==> config.mk <==
export PLATFORM = sky130hd
export DESIGN_NAME = priority_enc_scan
export DESIGN_NICKNAME = d
export VERILOG_FILES = /design/src/rtl/enc_pkg.sv /design/src/rtl/pri_find8.sv /design/src/rtl/priority_enc_scan.sv
export SDC_FILE = /design/constraint.sdc
export NUM_CORES = 1
export LEC_CHECK = 0
export ABC_AREA = 1
export CELL_PAD_IN_SITES_DETAIL_PLACEMENT = 0
export CELL_PAD_IN_SITES_GLOBAL_PLACEMENT = 1
export CORE_AREA = 2 2 71 73
export DETAILED_ROUTE_END_ITERATION = 16
export DIE_AREA = 0 0 73 75
export GPL_ROUTABILITY_DRIVEN = 0
export PLACE_DENSITY = 0.91
export SLEW_MARGIN = 10
export SYNTH_ARGS = -nofsm -noshare
export SYNTH_HDL_FRONTEND = slang
export SYNTH_HIERARCHICAL = 1
export SYNTH_SLANG_ARGS = --single-unit
==> constraint.sdc <==
create_clock -name clk -period 3.1 [get_ports clk]
set_input_delay 0.465 -clock clk [delete_from_list [all_inputs] [get_ports clk]]
set_output_delay 0.465 -clock clk [all_outputs]
set_load 0.01 [all_outputs]
==> src/rtl/enc_pkg.sv <==
// Shared types and widths for the priority-encoder scan block.
package enc_pkg;
  localparam int VEC_W  = 8;
  localparam int CODE_W = 3;
  localparam int CNT_W  = 16;

  typedef enum logic {
    IDLE = 1'b0,
    SCAN = 1'b1
  } state_t;
endpackage

==> src/rtl/pri_find8.sv <==
// Combinational search for the lowest or highest set bit of an 8-bit vector,
// plus a flag that is high when exactly one bit is set.
module pri_find8
  import enc_pkg::*;
(
  input  logic [VEC_W-1:0]  vec,
  input  logic              lsb_first,
  output logic [CODE_W-1:0] idx,
  output logic              single
);

  always_comb begin
    idx = '0;
    // Scan away from the preferred end so the preferred bit is written last.
    if (lsb_first) begin
      for (int i = VEC_W - 1; i >= 0; i--) begin
        if (vec[i]) idx = CODE_W'(i);
      end
    end else begin
      for (int i = 0; i < VEC_W; i++) begin
        if (vec[i]) idx = CODE_W'(i);
      end
    end
    single = (vec != '0) && ((vec & (vec - VEC_W'(1))) == '0);
  end

endmodule

==> src/rtl/priority_enc_scan.sv <==
// Accepts a request vector and emits the index of each set bit, one per
// output handshake, in LSB-first or MSB-first order.
//   state | meaning
//   IDLE  | ready for a new vector, no output
//   SCAN  | emitting codes from the pending register
module priority_enc_scan
  import enc_pkg::*;
#(
  parameter bit LSB_FIRST = 1'b1
) (
  input  logic              clk,
  input  logic              rst,
  input  logic              in_valid,
  output logic              in_ready,
  input  logic [VEC_W-1:0]  in_vec,
  output logic              out_valid,
  input  logic              out_ready,
  output logic [CODE_W-1:0] out_code,
  output logic              out_last,
  output logic              zero_err,
  output logic [CNT_W-1:0]  code_cnt
);

  state_t              state;
  logic [VEC_W-1:0]    pending;
  logic [CODE_W-1:0]   sel;
  logic                single;

  pri_find8 u_find (
    .vec       (pending),
    .lsb_first (LSB_FIRST),
    .idx       (sel),
    .single    (single)
  );

  // Handshake strobes are masked during reset so nothing is offered or taken.
  assign in_ready  = (state == IDLE) && !rst;
  assign out_valid = (state == SCAN) && !rst;
  assign out_code  = sel;
  assign out_last  = (state == SCAN) && single;

  always_ff @(posedge clk) begin
    if (rst) begin
      state    <= IDLE;
      pending  <= '0;
      code_cnt <= '0;
      zero_err <= 1'b0;
    end else begin
      zero_err <= 1'b0;
      unique case (state)
        IDLE: begin
          if (in_valid) begin
            if (in_vec == '0) begin
              zero_err <= 1'b1;
            end else begin
              pending <= in_vec;
              state   <= SCAN;
            end
          end
        end
        SCAN: begin
          if (out_ready) begin
            code_cnt <= code_cnt + CNT_W'(1);
            if (single) begin
              pending <= '0;
              state   <= IDLE;
            end else begin
              pending[sel] <= 1'b0;
            end
          end
        end
      endcase
    end
  end

endmodule

=== Word-level counts from Yosys, hierarchy flattened ===
Cells that the tools add are included.
W data, S select, Z words.

* Register bits after elaboration: 26
* Input bits: 12
* Output and inout port bits: 23
* Word-level logic and storage cells: 49

* $add $sub $neg: 2
* $lt $le $gt $ge: 2
* Eq/ne operators: 3
* Mux-type cells: 21
* Bitwise gates (word level): 5
* Reduce and logical (&&, ||, !) cells: 12

{| class="wikitable"
|+ Operator list
! kind !! number
|-
| $mux W8 || 4
|-
| $mux W3 || 8
|-
| $add A16 B1 Y16 const B || 1
|-
| $and A8 B8 Y8 || 2
|-
| $logic_not A8 Y1 || 2
|-
| $pmux W8 S2 || 1
|-
| $not A8 Y8 || 1
|-
| $reduce_bool A8 Y1 || 1
|-
| $sub A8 B1 Y8 const B || 1
|-
| $mux W1 || 6
|-
| $ne A2 B2 Y1 const B || 3
|-
| $logic_and A1 B1 Y1 || 5
|-
| $lt A3 B4 Y1 const B || 1
|-
| $demux W1 S3 || 1
|-
| $ge A3 B1 Y1 const B || 1
|-
| $reduce_and A3 Y1 || 1
|-
| $reduce_or A3 Y1 || 1
|-
| $not A1 Y1 || 2
|-
| $pmux W1 S2 || 1
|-
| $reduce_and A2 Y1 || 1
|-
| $logic_not A1 Y1 || 1
|}

=== Logic depth before layout (Yosys ltp) ===
* Word-level depth: 17
* Mapped depth: 15

=== Cells and area by module ===
The synthesis kept the hierarchy.

{| class="wikitable"
|+ Modules (own cells, without submodules)
! module !! times used !! cells an instance !! area each (sq um) !! sequential area each (sq um)
|-
| priority_enc_scan || 1 || 237 || 1452.6 || 520.5
|-
| pri_find8 || 1 || 49 || 216.5 || 0.0
|}

=== Worst setup path before layout ===
No wires, ideal clock.

* Path kind: register to output
* From: reg pending[3]
* To: out out_last
* Arrival time: 1.131 ns
* Data required time: 2.635 ns
* Path slack: 1.504 ns
* Cell stages (with the launch flop): 8
* Cells stage by stage: dfxtp_1 nor2_4 nand2_2 o21ai_1 nand3_1 nor2_1 nand2_1 inv_1

* Longest elaborated chain between the ends: 5

{| class="wikitable"
|+ RTL lines
! element !! line !! source
|-
| start, declared || priority_enc_scan.sv:25 || <nowiki>logic [VEC_W-1:0] pending;</nowiki>
|-
| start signal, assigned || priority_enc_scan.sv:56 || <nowiki>pending <= in_vec;</nowiki>
|-
| $sub A8 B1 Y8 || pri_find8.sv:24 || <nowiki>single = (vec != '0) && ((vec & (vec - VEC_W'(1))) == '0);</nowiki>
|-
| $and A8 B8 Y8 || pri_find8.sv:24 ||
|-
| $logic_not A8 Y1 || pri_find8.sv:24 ||
|-
| $logic_and A1 B1 Y1 * || pri_find8.sv:24 ||
|-
| via single || priority_enc_scan.sv:27 || <nowiki>logic single;</nowiki>
|-
| $logic_and A1 B1 Y1 * || priority_enc_scan.sv:40 || <nowiki>assign out_last = (state == SCAN) && single;</nowiki>
|-
| end, declared || priority_enc_scan.sv:19 || <nowiki>output logic out_last,</nowiki>
|}

Mark *: on every way through the listed nets, which the timed path passes. The rest lies on a longest branch.

=== Worst setup path after layout ===
* From: reg pending[4]
* To: out out_last

Same word-level chain as after synthesis.

==> metrics.txt <==
Die Ht 75 um; maximum achievable frequency 395 MHz; global-route wire length before repair 7040 um; setup repair after global routing missed its margin no; hold endpoint code_cnt[11]; Synth Area per Inst 5.84 um2; most common flop cell mapped by yosys sky130_fd_sc_hd__dfxtp_1; critical-path cell list nor2_1, o21ai_0, o21ai_1, nand2_1, nor2_1, nand2_1, inv_1, clkdlybuf4s50_1; most used routing layer met2; WP data arrival 2.07 ns; Final min period 2.53 ns; largest net degree at the start of global routing 21; met2 usage in global routing 0.281; aggregate routed wire length 3980 um; clock tree skew after final layout 0.00225 ns; number of cells upsized or downsized after cts 0; most numerous cell in the Yosys netlist sky130_fd_sc_hd__nand2_1; flip-flop and latch count after synthesis 26; total overflow reported by the global router 0; via count of the first global-routing pass 1614; gate count after technology mapping 286; fillcell total 501; Buffers & Inverters on Critical Path 2; Post-CTS Repair Setup Buffers 0; number of search-and-repair iterations in the first detailed-routing pass 4; hold path depth 2; insertion delay to the later sink of the worst-skew pair 0.28 ns; Post-synth EDFFs 0; via total after detailed routing 1757; cell area after synthesis 0.00167 mm2; most instantiated cells after synthesis sky130_fd_sc_hd__nand2_1 (66), sky130_fd_sc_hd__inv_1 (55), sky130_fd_sc_hd__nor2_1 (45), sky130_fd_sc_hd__nand3_1 (36), sky130_fd_sc_hd__dfxtp_1 (26); Critical Path Source Type register; count of inserted antenna diode cells 0; post-layout instance area 0.00214 mm2; TNS Setup 0 ns; Clk pin slew, worst setup/hold paths 0.10 ns; share of the clock period used by the worst path 0.817; number of clock sinks seen by CTS 26; met3 Use GR 0.0214; area of the core 0.00466 mm2; clock tree root buffer cell sky130_fd_sc_hd__clkbuf_8; share of synthesized area occupied by flip-flops and latches 0.312; floorplan die area 0.00548 mm2; via density per instance 4.69; number of antenna violations at the first check in global routing 0; GR Layer Usage met1 0.208; Worst Path Required 2.63 ns; critical path peak fanout 5; GRT Util Overall 0.161; path class of the lowest-slack min-delay path reg -> reg; library cells used by synthesis 24; number of cells on the worst reg-to-reg path 8; Setup WS pre-CTS 0.873 ns; number of pins exceeding their max-slew limit in the final report 0; largest incremental delay on the critical path 0.52 ns; average routed wire per standard cell 10.6 um; most area-consuming cells after synthesis sky130_fd_sc_hd__dfxtp_1 (31%), sky130_fd_sc_hd__nand2_1 (15%), sky130_fd_sc_hd__inv_1 (12%); CTS H-tree depth 1; top cell type by total area after synthesis sky130_fd_sc_hd__dfxtp_1; slew at the pin closest to its max-slew limit 0.610 ns; proportion of register bits with asynchronous set or reset after synthesis 0; area growth from synthesis to layout 28.1%; endpoint type of the worst setup path primary output; P_leak 0.942 nW; fin worst setup slack 0.567 ns; Std-Cell Rows 25; total clock buffers created by CTS 3; Max-Slew Margin vs Limit 0.593; DR iter-0 viols 83; r2r startpoint state; number of standard cells in the final layout excluding fillers 375; total DRC errors in the routed layout 0; post-place instance area 0.00207 mm2; startpoint of the worst hold path code_cnt[11]; slowest library cell on the worst path sky130_fd_sc_hd__clkdlybuf4s50_1; starting utilization of the core area 0.358; PwrDens 428 mW/mm2; floorplan die width 73 um; setup slack of the worst register-to-register path 1.35 ns; final worst hold slack 0.471 ns; detailed placer's ending HPWL 3100 um; Top delay family on crit path simple AND/OR/NAND/NOR gates; total count of hold-check failures in the final report 0; outcome complete, no violations; count of boundary I/O pins 35; number of violations of the max-capacitance limit 0; VDD IR max 0.000173 V; worst setup path class reg -> out; Detail Route Antenna Nets 0; count of hold-fix buffers inserted at cts 0; final setup fails 0; total number of nets in the final design 335; Yosys warning total 6; FF-to-FF End code_cnt[14]; Max Buffers Root-to-Sink 2; quantity of I/O buffers inserted on ports 34; count of placed standard cells including taps 371; CTS tree yes; fraction of final layout cells sized beyond drive strength 1 0.0530; share of the synthesized area in the top cell type 0.312
## sequential cells by signal, summed over array words and instances, names as in the netlist
| name | cells |
|---|---|
| zero_err | 1 |
| pending | 8 |
| state | 1 |
| code_cnt | 16 |
## cell usage in the layout (no fill, tap or decap), drive strengths merged, types with 2 or more instances in the layout
cell	Yosys	routed
nor3	4	4
conb	1	2
dfxtp	26	26
clkbuf	3	3
a21oi	11	11
clkdlybuf4s50	0	34
o21ai	18	18
nand3	37	37
inv	56	56
nor2	52	52
nand2	69	69
## stage by stage
step	power, mW	util
floorplan	0.551	-
global placement	0.636	0.443
detailed placement	0.636	0.443
CTS	0.926	0.459
global route	0.987	0.459
finish	0.916	0.459
## cell type report
class	count	area, um2	area share
multi-input cells	200	921	0.431
flip-flops and latches	26	520	0.243
repair buffers	35	348	0.163
inverters	56	210	0.0983
well taps	54	67.6	0.0316
clock buffers	3	41.3	0.0193
clock inverters	1	30.0	0.0140
## metal layers
layer  routed length, um  up-vias
li1                    -      947
met1                1940      781
met2                1890       25
met4                  39        0
met5                   0        -
met3                 112        4
## report_power, final
group | switching [mW] | total [mW] | internal (mW) | leakage [nW]
clock network | 0.117 | 0.290 | 0.173 | 0.0357
registers | 0.0246 | 0.374 | 0.349 | 0.212
logic | 0.149 | 0.253 | 0.104 | 0.695
total | 0.290 | 0.916 | 0.626 | 0.942
## worst min-delay path, delay by kind of cell, from the launching register on
| kind | cells | cell delay, ns |
|---|---|---|
| AOI/OAI and AO/OA | 1 | 0.05 |
| buffers and inverters | 1 | 0.05 |
| DFF | 1 | 0.33 |
## how the worst max path moves through the flow
stage / endpoint / slack (ns) / depth (start not counted) / startpoint
final: out_last / 0.57 / 8 / pending[4]
after global routing: out_last / 0.34 / 8 / pending[5]
after CTS: out_last / 0.55 / 8 / pending[5]
after detailed placement: out_last / 0.87 / 8 / pending[5]
after global placement: out_last / 0.92 / 8 / pending[4]
after floorplan: out_last / 1.50 / 7 / pending[3]
## cells by family (layout without fill, tap and decap cells)
group	count (synthesis)	after routing	share of synthesized area
fa+ha+maj	1	1	0.00750
compound gates	32	32	0.0997
buf+inv	61	95	0.139
simple gates	165	165	0.440
other cells	1	2	0.00225
flops	26	26	0.312
Power figures use the tool's default switching activity.
